<file path="config.mk">
export PLATFORM = sky130hd
export DESIGN_NAME = note_judge_flat
export DESIGN_NICKNAME = d
export VERILOG_FILES = /design/src/rtl/judge_pkg.sv /design/src/rtl/note_judge_if.sv /design/src/rtl/btn_sync_edge.sv /design/src/rtl/note_judge.sv /design/src/flat_wrapper.sv
export SDC_FILE = /design/constraint.sdc
export NUM_CORES = 1
export LEC_CHECK = 0
export CORE_MARGIN = 5
export CORE_UTILIZATION = 45
export CTS_CLUSTER_DIAMETER = 150
export DETAILED_ROUTE_END_ITERATION = 10
export HOLD_SLACK_MARGIN = 0.08
export PLACE_DENSITY = 0.69
export RECOVER_POWER = 25
export SLEW_MARGIN = 20
export SYNTH_ARGS = -nofsm -noshare
export SYNTH_HDL_FRONTEND = slang
export SYNTH_SLANG_ARGS = --single-unit
</file>
<file path="constraint.sdc">
create_clock -name clk -period 3.6 [get_ports clk]
set_input_delay 0.72 -clock clk [delete_from_list [all_inputs] [get_ports clk]]
set_output_delay 0.72 -clock clk [all_outputs]
set_load 0.01 [all_outputs]
</file>
<file path="src/rtl/judge_pkg.sv">
// Shared types and default constants for the rhythm-game note judge.
//   state_t    : top-level play state (IDLE / PLAY / RESULT)
//   judgment_t : outcome decided for the current cycle
//   DEF_*      : default parameter values used by note_judge
//   sat_inc8   : saturating increment for 8-bit counters (combo)
package judge_pkg;

  typedef enum logic [1:0] {
    ST_IDLE,
    ST_PLAY,
    ST_RESULT
  } state_t;

  typedef enum logic [1:0] {
    J_NONE,
    J_HIT,
    J_STRAY,
    J_MISS
  } judgment_t;

  localparam int DEF_SYNC_STAGES  = 2;
  localparam int DEF_HIT_POINTS   = 10;
  localparam int DEF_BONUS_POINTS = 5;
  localparam int DEF_BONUS_COMBO  = 10;
  localparam int DEF_CNT_W        = 11;

  function automatic logic [7:0] sat_inc8(input logic [7:0] value);
    return (value == 8'hFF) ? value : value + 8'd1;
  endfunction

endpackage

</file>
<file path="src/rtl/note_judge_if.sv">
// Link between the chart scroller and the note judge.
//   note_R_judge / note_B_judge : colour flags of the note in the judge row
//   note_shift                  : one-cycle pulse, row shifts at end of cycle
//   finish                      : chart has ended
//   delete                      : one-cycle pulse from the judge, clears the row note
// master = scroller side, slave = judge side.
interface note_judge_if;

  logic note_R_judge;
  logic note_B_judge;
  logic note_shift;
  logic finish;
  logic delete;

  modport master (
    output note_R_judge, note_B_judge, note_shift, finish,
    input  delete
  );

  modport slave (
    input  note_R_judge, note_B_judge, note_shift, finish,
    output delete
  );

endinterface

</file>
<file path="src/rtl/btn_sync_edge.sv">
// Button synchronizer with rising-edge detector.
//   clk, rst : system clock, asynchronous active-high reset
//   raw      : asynchronous button level
//   press    : registered one-cycle pulse, high SYNC_STAGES+1 cycles after
//              the raw rise (SYNC_STAGES must be at least 2)
module btn_sync_edge #(
  parameter int SYNC_STAGES = 2
) (
  input  logic clk,
  input  logic rst,
  input  logic raw,
  output logic press
);

  logic [SYNC_STAGES-1:0] sync;
  logic                   last;

  // NOTE: sequential state uses non-blocking assignments so every flop
  // samples the pre-edge value of its neighbours, giving a true shift chain.
  always_ff @(posedge clk or posedge rst) begin
    if (rst) begin
      sync  <= '0;
      last  <= 1'b0;
      press <= 1'b0;
    end else begin
      sync  <= {sync[SYNC_STAGES-2:0], raw};
      last  <= sync[SYNC_STAGES-1];
      press <= sync[SYNC_STAGES-1] & ~last;
    end
  end

endmodule

</file>
<file path="src/rtl/note_judge.sv">
// Player-side judge for the rhythm-game lanes.
// Decides HIT / STRAY / MISS per note, pulses delete for hit notes and keeps
// the result-screen statistics.
//   clk, rst                 : system clock, asynchronous active-high reset
//   start                    : song selected (level)
//   ack, red_btn, blue_btn   : raw player buttons
//   link (slave)             : judge-row flags, note_shift, finish in; delete out
//   combo, max_combo         : current / best run of consecutive hits (sat. 255)
//   hit_cnt, miss_cnt        : saturating hit / miss counts
//   score                    : saturating points
//   busy, result_valid       : high in PLAY / RESULT
module note_judge
  import judge_pkg::*;
#(
  parameter int SYNC_STAGES  = DEF_SYNC_STAGES,
  parameter int HIT_POINTS   = DEF_HIT_POINTS,
  parameter int BONUS_POINTS = DEF_BONUS_POINTS,
  parameter int BONUS_COMBO  = DEF_BONUS_COMBO,
  parameter int CNT_W        = DEF_CNT_W
) (
  input  logic             clk,
  input  logic             rst,
  input  logic             start,
  input  logic             ack,
  input  logic             red_btn,
  input  logic             blue_btn,
  note_judge_if.slave      link,
  output logic [7:0]       combo,
  output logic [7:0]       max_combo,
  output logic [CNT_W-1:0] hit_cnt,
  output logic [CNT_W-1:0] miss_cnt,
  output logic [15:0]      score,
  output logic             busy,
  output logic             result_valid
);

  localparam logic [16:0] HIT_ADD   = 17'(HIT_POINTS);
  localparam logic [16:0] BONUS_ADD = 17'(HIT_POINTS + BONUS_POINTS);

  logic red_press, blue_press, ack_press;

  btn_sync_edge #(.SYNC_STAGES(SYNC_STAGES)) u_red_sync (
    .clk(clk), .rst(rst), .raw(red_btn), .press(red_press)
  );
  btn_sync_edge #(.SYNC_STAGES(SYNC_STAGES)) u_blue_sync (
    .clk(clk), .rst(rst), .raw(blue_btn), .press(blue_press)
  );
  btn_sync_edge #(.SYNC_STAGES(SYNC_STAGES)) u_ack_sync (
    .clk(clk), .rst(rst), .raw(ack), .press(ack_press)
  );

  state_t    state;
  judgment_t judgment;

  // Epoch bookkeeping: which colours appeared in the row since the last
  // shift, whether that row was already hit, and a press deferred across
  // a shift.
  logic seen_r, seen_b, hit_done;
  logic pend_r, pend_b;

  logic        eff_r, eff_b, row_seen, epoch_end;
  logic [7:0]  combo_next;
  logic [16:0] score_sum;
  logic [15:0] score_next;

  // NOTE: every signal written here gets a default first, so no path leaves
  // a value unassigned and no latch is inferred.
  always_comb begin
    eff_r      = pend_r | red_press;
    eff_b      = pend_b | blue_press;
    row_seen   = seen_r | seen_b | link.note_R_judge | link.note_B_judge;
    epoch_end  = link.note_shift | link.finish;
    combo_next = sat_inc8(combo);
    score_sum  = {1'b0, score} + ((combo >= 8'(BONUS_COMBO)) ? BONUS_ADD : HIT_ADD);
    score_next = score_sum[16] ? 16'hFFFF : score_sum[15:0];
    judgment   = J_NONE;
    if (state == ST_PLAY) begin
      if (epoch_end) begin
        // Presses are never judged on a shift or finish cycle, so MISS is
        // the only outcome possible here.
        if (row_seen && !hit_done) judgment = J_MISS;
      end else if (eff_r || eff_b) begin
        if (!hit_done && ((eff_r && !eff_b && link.note_R_judge) ||
                          (eff_b && !eff_r && link.note_B_judge)))
          judgment = J_HIT;
        else
          judgment = J_STRAY;
      end
    end
  end

  // NOTE: all state, including statistics, is cleared by the asynchronous
  // reset; there is no memory array here that would be left unreset.
  always_ff @(posedge clk or posedge rst) begin
    if (rst) begin
      state        <= ST_IDLE;
      busy         <= 1'b0;
      result_valid <= 1'b0;
      link.delete  <= 1'b0;
      combo        <= '0;
      max_combo    <= '0;
      hit_cnt      <= '0;
      miss_cnt     <= '0;
      score        <= '0;
      seen_r       <= 1'b0;
      seen_b       <= 1'b0;
      hit_done     <= 1'b0;
      pend_r       <= 1'b0;
      pend_b       <= 1'b0;
    end else begin
      link.delete <= 1'b0;
      case (state)
        ST_IDLE: begin
          if (start) begin
            state     <= ST_PLAY;
            busy      <= 1'b1;
            combo     <= '0;
            max_combo <= '0;
            hit_cnt   <= '0;
            miss_cnt  <= '0;
            score     <= '0;
            seen_r    <= 1'b0;
            seen_b    <= 1'b0;
            hit_done  <= 1'b0;
            pend_r    <= 1'b0;
            pend_b    <= 1'b0;
          end
        end

        ST_PLAY: begin
          if (link.finish) begin
            state        <= ST_RESULT;
            busy         <= 1'b0;
            result_valid <= 1'b1;
          end

          // The next row is only sampled from the cycle after the shift.
          if (epoch_end) begin
            seen_r   <= 1'b0;
            seen_b   <= 1'b0;
            hit_done <= 1'b0;
          end else begin
            seen_r <= seen_r | link.note_R_judge;
            seen_b <= seen_b | link.note_B_judge;
          end

          // A press landing on a shift is held one cycle and judged against
          // the new row; the scroller favours delete over the shift, so the
          // deferred hit still clears the right note. Finish drops it.
          if (link.note_shift && !link.finish) begin
            pend_r <= eff_r;
            pend_b <= eff_b;
          end else begin
            pend_r <= 1'b0;
            pend_b <= 1'b0;
          end

          case (judgment)
            J_HIT: begin
              link.delete <= 1'b1;
              hit_done    <= 1'b1;
              if (hit_cnt != {CNT_W{1'b1}}) hit_cnt <= hit_cnt + CNT_W'(1);
              combo <= combo_next;
              if (combo_next > max_combo) max_combo <= combo_next;
              score <= score_next;
            end
            J_STRAY: combo <= '0;
            J_MISS: begin
              if (miss_cnt != {CNT_W{1'b1}}) miss_cnt <= miss_cnt + CNT_W'(1);
              combo <= '0;
            end
            default: ;
          endcase
        end

        ST_RESULT: begin
          if (ack_press) begin
            state        <= ST_IDLE;
            result_valid <= 1'b0;
          end
        end

        default: begin
          state        <= ST_IDLE;
          busy         <= 1'b0;
          result_valid <= 1'b0;
        end
      endcase
    end
  end

endmodule

</file>
<file path="src/flat_wrapper.sv">
// flat-port wrapper written by rule: the top's interface ports become plain ports
module note_judge_flat import judge_pkg::*;
#(
  parameter int SYNC_STAGES  = DEF_SYNC_STAGES,
  parameter int HIT_POINTS   = DEF_HIT_POINTS,
  parameter int BONUS_POINTS = DEF_BONUS_POINTS,
  parameter int BONUS_COMBO  = DEF_BONUS_COMBO,
  parameter int CNT_W        = DEF_CNT_W
)
  (clk, rst, start, ack, red_btn, blue_btn, combo, max_combo, hit_cnt, miss_cnt, score, busy, result_valid, link_note_R_judge, link_note_B_judge, link_note_shift, link_finish, link_delete);
  note_judge_if link_i ();
  input  logic clk;
  input  logic rst;
  input  logic start;
  input  logic ack;
  input  logic red_btn;
  input  logic blue_btn;
  output logic [7:0] combo;
  output logic [7:0] max_combo;
  output logic [CNT_W-1:0] hit_cnt;
  output logic [CNT_W-1:0] miss_cnt;
  output logic [15:0] score;
  output logic busy;
  output logic result_valid;
  input wire logic [$bits(link_i.note_R_judge)-1:0] link_note_R_judge;
  input wire logic [$bits(link_i.note_B_judge)-1:0] link_note_B_judge;
  input wire logic [$bits(link_i.note_shift)-1:0] link_note_shift;
  input wire logic [$bits(link_i.finish)-1:0] link_finish;
  output wire logic [$bits(link_i.delete)-1:0] link_delete;
  assign link_i.note_R_judge = link_note_R_judge;
  assign link_i.note_B_judge = link_note_B_judge;
  assign link_i.note_shift = link_note_shift;
  assign link_i.finish = link_finish;
  assign link_delete = link_i.delete;
  note_judge #(.SYNC_STAGES(SYNC_STAGES), .HIT_POINTS(HIT_POINTS), .BONUS_POINTS(BONUS_POINTS), .BONUS_COMBO(BONUS_COMBO), .CNT_W(CNT_W)) u_core (.clk(clk), .rst(rst), .start(start), .ack(ack), .red_btn(red_btn), .blue_btn(blue_btn), .link(link_i), .combo(combo), .max_combo(max_combo), .hit_cnt(hit_cnt), .miss_cnt(miss_cnt), .score(score), .busy(busy), .result_valid(result_valid));
endmodule
</file>
== Word level (Yosys, flattened, before mapping) ==
Index checks and enable logic that the tools add are counted.

* Word-level logic and storage cells: 137
* Bits of input ports: 10
* Memories: 0
* Latch bits: 0
* Bits in registers: 76
* RAM bits: 0
* Memory bits (read-only): 0
* Output and inout bits: 57

* $mul: 0
* Shift-type cells: 0
* Multiplexer cells: 48
* Magnitude comparators: 2
* Bitwise logic cells: 16
* Reduce and logical (&&, ||, !) cells: 26
* Add/subtract/negate cells: 4
* Equal/unequal tests: 18
* Divide/modulo/power cells: 0

{| class="wikitable"
|+ Operators by type and width
! kind !! count
|-
| two-way mux 11 bit || 5
|-
| two-way mux 16 bit || 3
|-
| case mux 8 bit (2 select lines) || 3
|-
| case mux 11 bit (2 select lines) || 2
|-
| two-way mux 8 bit || 4
|-
| case mux 16 bit (2 select lines) || 1
|-
| adder 11 x 1 -> 11 bit (second input constant) || 2
|-
| inequality test 11 bit (second input constant) || 2
|-
| AND reduction 3 bit || 6
|-
| adder 16 x 17 -> 17 bit || 1
|-
| two-way mux 2 bit || 8
|-
| inequality test 2 bit (second input constant) || 8
|-
| two-way mux 1 bit || 13
|-
| AND reduction 4 bit || 3
|-
| case mux 1 bit (2 select lines) || 5
|-
| adder 8 x 1 -> 8 bit (second input constant) || 1
|-
| equality test 8 bit (second input constant) || 1
|-
| >= comparator 8 x 4 -> 1 bit (second input constant) || 1
|-
| > comparator 8 bit || 1
|-
| OR 1 bit || 8
|-
| logical AND 1 bit || 7
|-
| equality test 2 bit (second input constant) || 3
|-
| case mux 1 bit (3 select lines) || 2
|-
| case mux 2 bit (3 select lines) || 1
|-
| other kinds (12) || 23
|}

== Longest topological paths before layout ==
Gate-level depths: netlist of run 1.

* Depth after elaboration: 14
* Gate-level depth with buffers: 13
* Mapped depth without buffers: 12

== Modules after synthesis ==
From an unflattened synthesis of run 1, not the netlist that was laid out.

* Cells, all modules: 404
* Area, all modules: 3,923.8 µm²

{| class="wikitable"
|+ By module, submodules not included
! module !! instances !! cells an instance !! area an instance (µm²) !! seq. area each (µm²)
|-
| note_judge || 1 || 386 || 3,570.9 || 1,601.5
|-
| btn_sync_edge || 3 || 6 || 117.6 || 100.1
|}

== Least setup slack after synthesis of run 1 ==
No wires, ideal clock.

* Path type: register -> register
* Start point: register u_core.combo[0]
* End point: register u_core.max_combo[0]
* Slack: 0.605 ns
* Buffers on the path: 1
* Cell stages (with the launch flop): 12
* Required time: 3.473 ns
* Arrival: 2.867 ns
* Setup time: 0.127 ns
* Clock period less this slack: 2.995 ns
* Cell sequence: dfrtp_1 ha_1 and3_1 clkbuf_1 nand3_1 and3_1 a21oi_1 ha_1 nand4_1 o21ai_0 o211ai_4 mux2_1

* Longest elaborated chain between the ends: 5
* Elaborated cells between the ends (all ways): 9
* Classes of those cells: add/sub (1); order compare (1); eq/ne (2); mux (4); reduce/logical (1)

{| class="wikitable"
|+ RTL lines
! item !! RTL line !! source
|-
| start: declaration || note_judge.sv:28 || <nowiki>output logic [7:0] combo,</nowiki>
|-
| start signal: assignment || note_judge.sv:163 || <nowiki>combo <= combo_next;</nowiki>
|-
| adder 8 x 1 -> 8 bit / equality test 8 bit (equally long branches) || judge_pkg.sv:28 || <nowiki>return (value == 8'hFF) ? value : value + 8'd1;</nowiki>
|-
| two-way mux 8 bit (*) || judge_pkg.sv:28 ||
|-
| > comparator 8 bit / two-way mux 8 bit (equally long branches) || note_judge.sv:164 || <nowiki>if (combo_next > max_combo) max_combo <= combo_next;</nowiki>
|-
| inequality test 2 bit (no source line) / two-way mux 8 bit (equally long branches) || -- ||
|-
| AND reduction 4 bit (no source line) / case mux 8 bit (2 select lines) (equally long branches) || -- ||
|-
| end signal: assignment || note_judge.sv:164 ||
|-
| end: declaration || note_judge.sv:29 || <nowiki>output logic [7:0] max_combo,</nowiki>
|}

Mark *: on every way between the ends. The rest lies on a longest branch, timed or not. The select of a mux whose other input is x is not followed.
A chain may end at the register's enable or synchronous reset.

== Worst setup path in the final report of run 1 ==
* Start point: register u_core.combo[0]
* End point: register u_core.max_combo[7]

The elaborated chain is that of the path after synthesis.

==> impl_metrics.yaml, run 1 <==
outcome:
  status: "complete, no violations"
sta:
  skew_ns: 0.00948
  rsz0062_at_grt: "no"
  slew_violations: 0
  min_period_over_period_pct: 86.5
  finalSetupViolCount: 0
  max-slew-margin-rel_pct: 18.6
  max_freq_mhz: 321
  fin_crit_ns: 3.11
  finalHoldViolCount: 0
  tightest_slew_ns: 1.22
  fin_setup_tns_ns: 0
clock_network:
  post_cts_buffers: 0
  cts_hold_buf: 0
  htree_num_levels: 3
  clockRootBuffer: "clkbuf_8"
  clk_pin_slew_ns: 0.08
  tritoncts: "done"
  cts_resized: 0
  cts_buffer_depth: 2
  clk_latency_ns: 0.35
  numCtsBuffers: 9
  clkSinkCount: 76
floorplan:
  fp.dieH_um: 104
  die_x_um: 104
  coreArea_sq_mm: 0.00864
  initial_utilization_pct: 45.9
  rows: 34
  dieArea_sq_mm: 0.0108
  io_pins: 67
pwr:
  leakagePower_uw: 0.00216
  power_density_mw_per_mm2: 432
  vdd_ir_drop_max_v: 0.000359
finish:
  fin_cells: 597
  nets: 509
  fillCellCount: 761
  diodes: 0
  multi_input_area_sq_mm: 0.00191
  area_growth_pct: 24.0
  drive_gt1_share_pct: 7.57
  seq_area_sq_mm: 0.00190
global_routing:
  track_usage_pct: 18.0
  grt-ovfl-total: 0
  antenna_found_initial: 0
  grt_start_max_net_pins: 50
  grt_pass1_wl_um: 16400
  grt_pass1_vias: 3414
logic_synthesis:
  syn_area_per_cell_sq_um: 9.53
  synthTopCellsByArea: "dfrtp_1, ha_1, nand2_1"
  synth.top_cells.by_count: "dfrtp_1, nand2_1, a21oi_1"
  yosysMostFrequentCell: "dfrtp_1"
  synth-async-reset-ratio_pct: 100
  yosysTopAreaCell: "dfrtp_1"
  syn_nets: 441
  syn_area_sq_mm: 0.00397
  yosysSeqAreaShare_pct: 47.9
  synthCells: 416
  synth_edf_count: 0
  ys_ff_latch: 76
  synth_flop_cell: "dfrtp_1"
  synth_top_area_share_pct: 47.9
  yosysWarnings: 0
  synth_cell_types: 54
drt:
  vias: 3479
  ant_nets: 0
  drc_errors: 0
  drtIter0Drc: 141
  via_per_inst: 5.83
  route.detailed.wl_per_inst_um: 16.3
  dr.pass1.iters: 6
  routed_wl_um: 9710
worst_setup_path:
  cp.arrival_ns: 3.37
  setup.worst_path.start_class: "flip-flop"
  cp_max_fo: 10
  reg2reg_slack_ns: 0.49
  regToRegEndpoint: "u_core.max_combo[7]$_DFFE_PP0P_"
  worst-r2r-cell-count: 11
  critPathKind: "flip-flop to flip-flop"
  worst_setup_path_end_kind: "flip-flop"
  critical_path_required_ns: 3.86
  r2r-start: "u_core.combo[0]$_DFFE_PP0P_"
place:
  io_buffers: 66
  hpwl_um: 6860
  gp_congestion: 0.822
  placedCellCount: 581
worst_hold_path:
  min_path_type: "flip-flop to flip-flop"
  holdPathEnd: "u_core.u_red_sync.sync[1]$_DFF_PP0_"
  min_path_cells: 0
  min_from: "u_core.u_red_sync.sync[0]$_DFF_PP0_"
job:
  maxCapViolCount: 0
==> kinds of logic (layout without fill, tap and decap cells) <==
family                   count (synthesis)  count (layout)  synth area share [%]
AO/OA/AOI/OAI                          102             102                  17.0
XOR/XNOR                                 6               6                  1.32
adder cells (fa/ha/maj)                 15              15                  4.73
buffers and inverters                   35             108                  3.82
flip-flops                              76              76                  47.9
multiplexers                            14              14                  3.60
AND/OR/NAND/NOR                        168             168                  21.6
==> layout by cell type, fill, tap and decap left out, types with 3 or more instances in the layout <==
cell             Yosys  final
and2_1               9      9
and3_1              13     13
nor2_1              25     25
clkbuf_8             0     10
o21a_1               3      3
dfrtp_1             76     76
or3_1                6      6
dlygate4sd3_1        0      5
nor2b_1              5      5
nand4_1             10     10
clkinvlp_4           0      4
buf_4                3      8
a31oi_1              9      9
a211oi_1             4      4
clkdlybuf4s50_1      0     61
nand2b_1             5      5
nand3_1             18     18
o31ai_1              3      3
xnor2_1              4      4
mux2i_1             12     12
inv_1               16     16
o21ai_0             20     20
a21o_1               4      4
ha_1                15     15
nor3_1               7      7
nor4_1               6      6
nand2_1             49     49
o221a_2              4      4
and4_1               4      4
a21oi_1             34     34
a311oi_1             5      5
==> worst max path at each step <==
| stage | end | cells after the start | startpoint |
|---|---|---|---|
| 2_1_floorplan | u_core.max_combo[0]$_DFFE_PP0P_ | 11 | u_core.combo[0]$_DFFE_PP0P_ |
| 3_3_place_gp | u_core.score[3]$_DFFE_PP0P_ | 7 | link_note_B_judge |
| 3_5_place_dp | u_core.score[3]$_DFFE_PP0P_ | 7 | link_note_B_judge |
| 4_1_cts | u_core.max_combo[7]$_DFFE_PP0P_ | 11 | u_core.combo[0]$_DFFE_PP0P_ |
| 5_1_grt | u_core.seen_r$_DFFE_PP0P_ | 3 | rst |
| 6_report | u_core.max_combo[7]$_DFFE_PP0P_ | 11 | u_core.combo[0]$_DFFE_PP0P_ |
==> state kept, by name (all words and copies together) (netlist names), 8 cells and up <==
name              count
u_core.combo          8
u_core.hit_cnt       11
u_core.max_combo      8
u_core.miss_cnt      11
u_core.score         16
==> layer usage <==
| layer | GRT usage (%) | part of all wire, % | up-vias |
|---|---|---|---|
| met5 | 0 | 0 | - |
| met4 | 4.90 | 1.4 | 0 |
| met3 | 3.72 | 5.1 | 13 |
| met2 | 29.6 | 48 | 96 |
| met1 | 24.2 | 46 | 1710 |
| li1 | - | - | 1660 |
==> per-stage QoR <==
step	total power [uW]	hold slack (ns)	worst slack, ns	utilization, %	area, sq um
floorplan	1340	0.331	0.605	-	3970
global placement	1530	0.332	0.545	55.1	4750
detailed placement	1550	0.337	0.480	55.1	4750
CTS	2140	0.356	0.488	57.1	4930
global route	2250	0.376	0.266	56.9	4920
finish	2130	0.353	0.486	56.9	4920
==> power breakdown <==
group	leakage (uW)	switching [uW]	internal (uW)
Combinational	0.00106	319	211
Sequential	0.00102	77.9	918
Clock	0.0000803	333	266
==> layout make-up <==
type / count / area share (%)
Inverter: 17 / 1.30
Clock buffer: 10 / 2.80
Multi-Input combinational cell: 305 / 38.9
Sequential cell: 76 / 38.7
Clock inverter: 6 / 0.814
Timing Repair Buffer: 75 / 14.8
Tap cell: 108 / 2.75
==> critical path, cell delays in order (launching register included) <==
cell,delay (ns)
dfrtp_1,0.50
ha_1,0.25
and3_1,0.26
nand3_1,0.34
and3_1,0.36
a21oi_1,0.16
ha_1,0.25
nand4_1,0.11
o21ai_0,0.15
o211ai_4,0.21
buf_4,0.21
mux2i_1,0.23
Power figures use the tool's default switching activity.
==> run 2: changes to the inputs <==
--- a/config.mk
+++ b/config.mk
@@ -5,9 +5,10 @@
 export SDC_FILE = /design/constraint.sdc
 export NUM_CORES = 1
 export LEC_CHECK = 0
-export CORE_MARGIN = 5
+export CORE_MARGIN = 4
 export CORE_UTILIZATION = 45
 export CTS_CLUSTER_DIAMETER = 150
+export CTS_CLUSTER_SIZE = 30
 export DETAILED_ROUTE_END_ITERATION = 10
 export HOLD_SLACK_MARGIN = 0.08
 export PLACE_DENSITY = 0.69
==> run 2 against run 1 <==
Total power is 5.7% higher. Core utilization is 2.1 points higher. Via count is 2.4% lower. Largest power group unchanged.
==> impl_metrics.yaml, run 2 (synthesis results as in run 1) <==
outcome:
  status: "complete, no violations"
finish:
  area_growth_pct: 24.7
  largest_reg_flops: 16
  final_common_cell: "dfrtp_1"
  stdcell_area_sq_mm: 0.00495
  diodes: 0
  nets: 508
  drive_gt1_share_pct: 6.97
  regMostFlops: "u_core.score"
  largestRegisters: "u_core.score (16), u_core.hit_cnt (11), u_core.miss_cnt (11)"
  final_cell_mix: "dfrtp_1, clkdlybuf4s50_1, nand2_1"
  fillCellCount: 722
pwr:
  p_sw_uw: 709
  p_sw_share_pct: 31.6
  p_int_uw: 1540
  vdd_ir_drop_max_v: 0.000326
  power_density_mw_per_mm2: 454
  power_uw: 2250
  p_comb_share_pct: 23.6
  leakagePower_uw: 0.00218
  pwr-share-seq_pct: 44.3
  clockPowerShare_pct: 32.1
sta:
  tightest_slew_ns: 1.23
  min_period_over_period_pct: 89.1
  max-slew-margin-rel_pct: 17.9
  fin_setup_tns_ns: 0
  max_freq_mhz: 312
  worst_slack_ns: 0.391
  finalHoldViolCount: 0
  skew_ns: 0.0122
  slew_violations: 0
  rsz0062_at_grt: "no"
  finalSetupViolCount: 0
  fin_crit_ns: 3.21
worst_setup_path:
  critPathKind: "flip-flop to flip-flop"
  setup.worst_path.start_class: "flip-flop"
  regToRegEndpoint: "u_core.max_combo[7]$_DFFE_PP0P_"
  cp_max_fo: 10
  setup.worst_path.start: "u_core.combo[0]$_DFFE_PP0P_"
  worst-r2r-cell-count: 11
  critical_path_required_ns: 3.87
  r2r-start: "u_core.combo[0]$_DFFE_PP0P_"
  cp.arrival_ns: 3.48
  worst_setup_path_end_kind: "flip-flop"
  reg2reg_slack_ns: 0.39
drt:
  dr.pass1.iters: 4
  via_per_inst: 5.73
  drc_errors: 0
  ant_nets: 0
  route.detailed.wl_per_inst_um: 16.1
  vias: 3396
  routed_wl_um: 9560
  drtIter0Drc: 118
clock_network:
  htree_num_levels: 3
  cts_resized: 0
  cts_buffer_depth: 2
  tritoncts: "done"
  post_cts_buffers: 0
  clk_pin_slew_ns: 0.08
  numCtsBuffers: 9
  clockRootBuffer: "clkbuf_8"
  clk_latency_ns: 0.35
  clkSinkCount: 76
  cts_hold_buf: 0
floorplan:
  initial_utilization_pct: 47.3
  io_pins: 67
  fp.dieH_um: 102
  dieArea_sq_mm: 0.0104
  coreArea_sq_mm: 0.00838
  rows: 33
  die_x_um: 102
place:
  post_dp_cell_area_sq_mm: 0.00474
  pre_cts_ws_ns: 0.430
  gp_congestion: 0.845
  hpwl_um: 6840
  io_buffers: 66
global_routing:
  grt_start_max_net_pins: 51
  grt_pass1_vias: 3382
  track_usage_pct: 19.8
  grt_pass1_wl_um: 16300
  antenna_found_initial: 0
  grt-ovfl-total: 0
worst_hold_path:
  min_path_cells: 0
  min_path_type: "flip-flop to flip-flop"
  min_from: "u_core.u_blue_sync.sync[0]$_DFF_PP0_"
  holdPathEnd: "u_core.u_blue_sync.sync[1]$_DFF_PP0_"
job:
  maxCapViolCount: 0
run 2: area by class of cell:
| cell class | count | area [sq um] | area share (%) |
|---|---|---|---|
| multi-input combinational | 305 | 1910 | 38.7 |
| sequential | 76 | 1900 | 38.5 |
| timing repair buffer | 74 | 718 | 14.5 |
| clock buffer | 12 | 145 | 2.93 |
| tap | 105 | 131 | 2.66 |
| clock inverter | 4 | 72.6 | 1.47 |
| inverter | 17 | 63.8 | 1.29 |
run 2: worst max path at each step:
| stage | endpoint | slack, ns |
|---|---|---|
| final | u_core.max_combo[7]$_DFFE_PP0P_ | 0.39 |
| after global routing | u_core.max_combo[6]$_DFFE_PP0P_ | 0.15 |
| after CTS | u_core.max_combo[7]$_DFFE_PP0P_ | 0.36 |
| after detailed placement | u_core.max_combo[7]$_DFFE_PP0P_ | 0.43 |
| after global placement | u_core.score[3]$_DFFE_PP0P_ | 0.55 |
| after floorplan | u_core.max_combo[0]$_DFFE_PP0P_ | 0.61 |
run 2: routing by layer:
layer / part of all wire, % / global-route usage [%] / vias up
li1: - / - / 1654
met1: 47 / 27.0 / 1659
met2: 47 / 31.8 / 71
met3: 4.8 / 3.28 / 12
met4: 1.3 / 7.67 / 0
met5: 0 / 0 / -
run 2: power groups by stage:
| stage | clock (uW) | combinational [uW] | sequential, uW |
|---|---|---|---|
| 2_1_floorplan | 0 | 330 | 1010 |
| 3_3_place_gp | 0 | 524 | 1010 |
| 3_5_place_dp | 0 | 534 | 1010 |
| 4_1_cts | 733 | 538 | 995 |
| 5_1_grt | 766 | 593 | 1010 |
| 6_report | 720 | 531 | 996 |
run 2: worst max-delay path, cell delays in order (launching register included):
cell and delay (ns):
dfrtp_1 0.49, ha_1 0.25, and3_1 0.25, nand3_1 0.33, and3_1 0.36, a21oi_1 0.21
ha_1 0.29, nand4_1 0.14, o21ai_0 0.16, o211ai_4 0.20, buf_4 0.21, mux2i_1 0.22
run 2: per-stage QoR:
step	utilization (%)	hold slack, ns	std cells
global route	59.0	0.370	593
detailed placement	56.6	0.341	577
global placement	56.6	0.332	577
CTS	59.2	0.359	593
floorplan	-	0.331	416
finish	59.0	0.351	593
==> run 3: changes to the inputs <==
--- a/config.mk
+++ b/config.mk
@@ -13,6 +13,7 @@
 export HOLD_SLACK_MARGIN = 0.08
 export PLACE_DENSITY = 0.69
 export RECOVER_POWER = 25
+export SETUP_SLACK_MARGIN = 0.02
 export SLEW_MARGIN = 20
 export SYNTH_ARGS = -nofsm -noshare
 export SYNTH_HDL_FRONTEND = slang
==> results of run 3 <==
The final DEF is identical to that of run 2; final timing and power are the same.
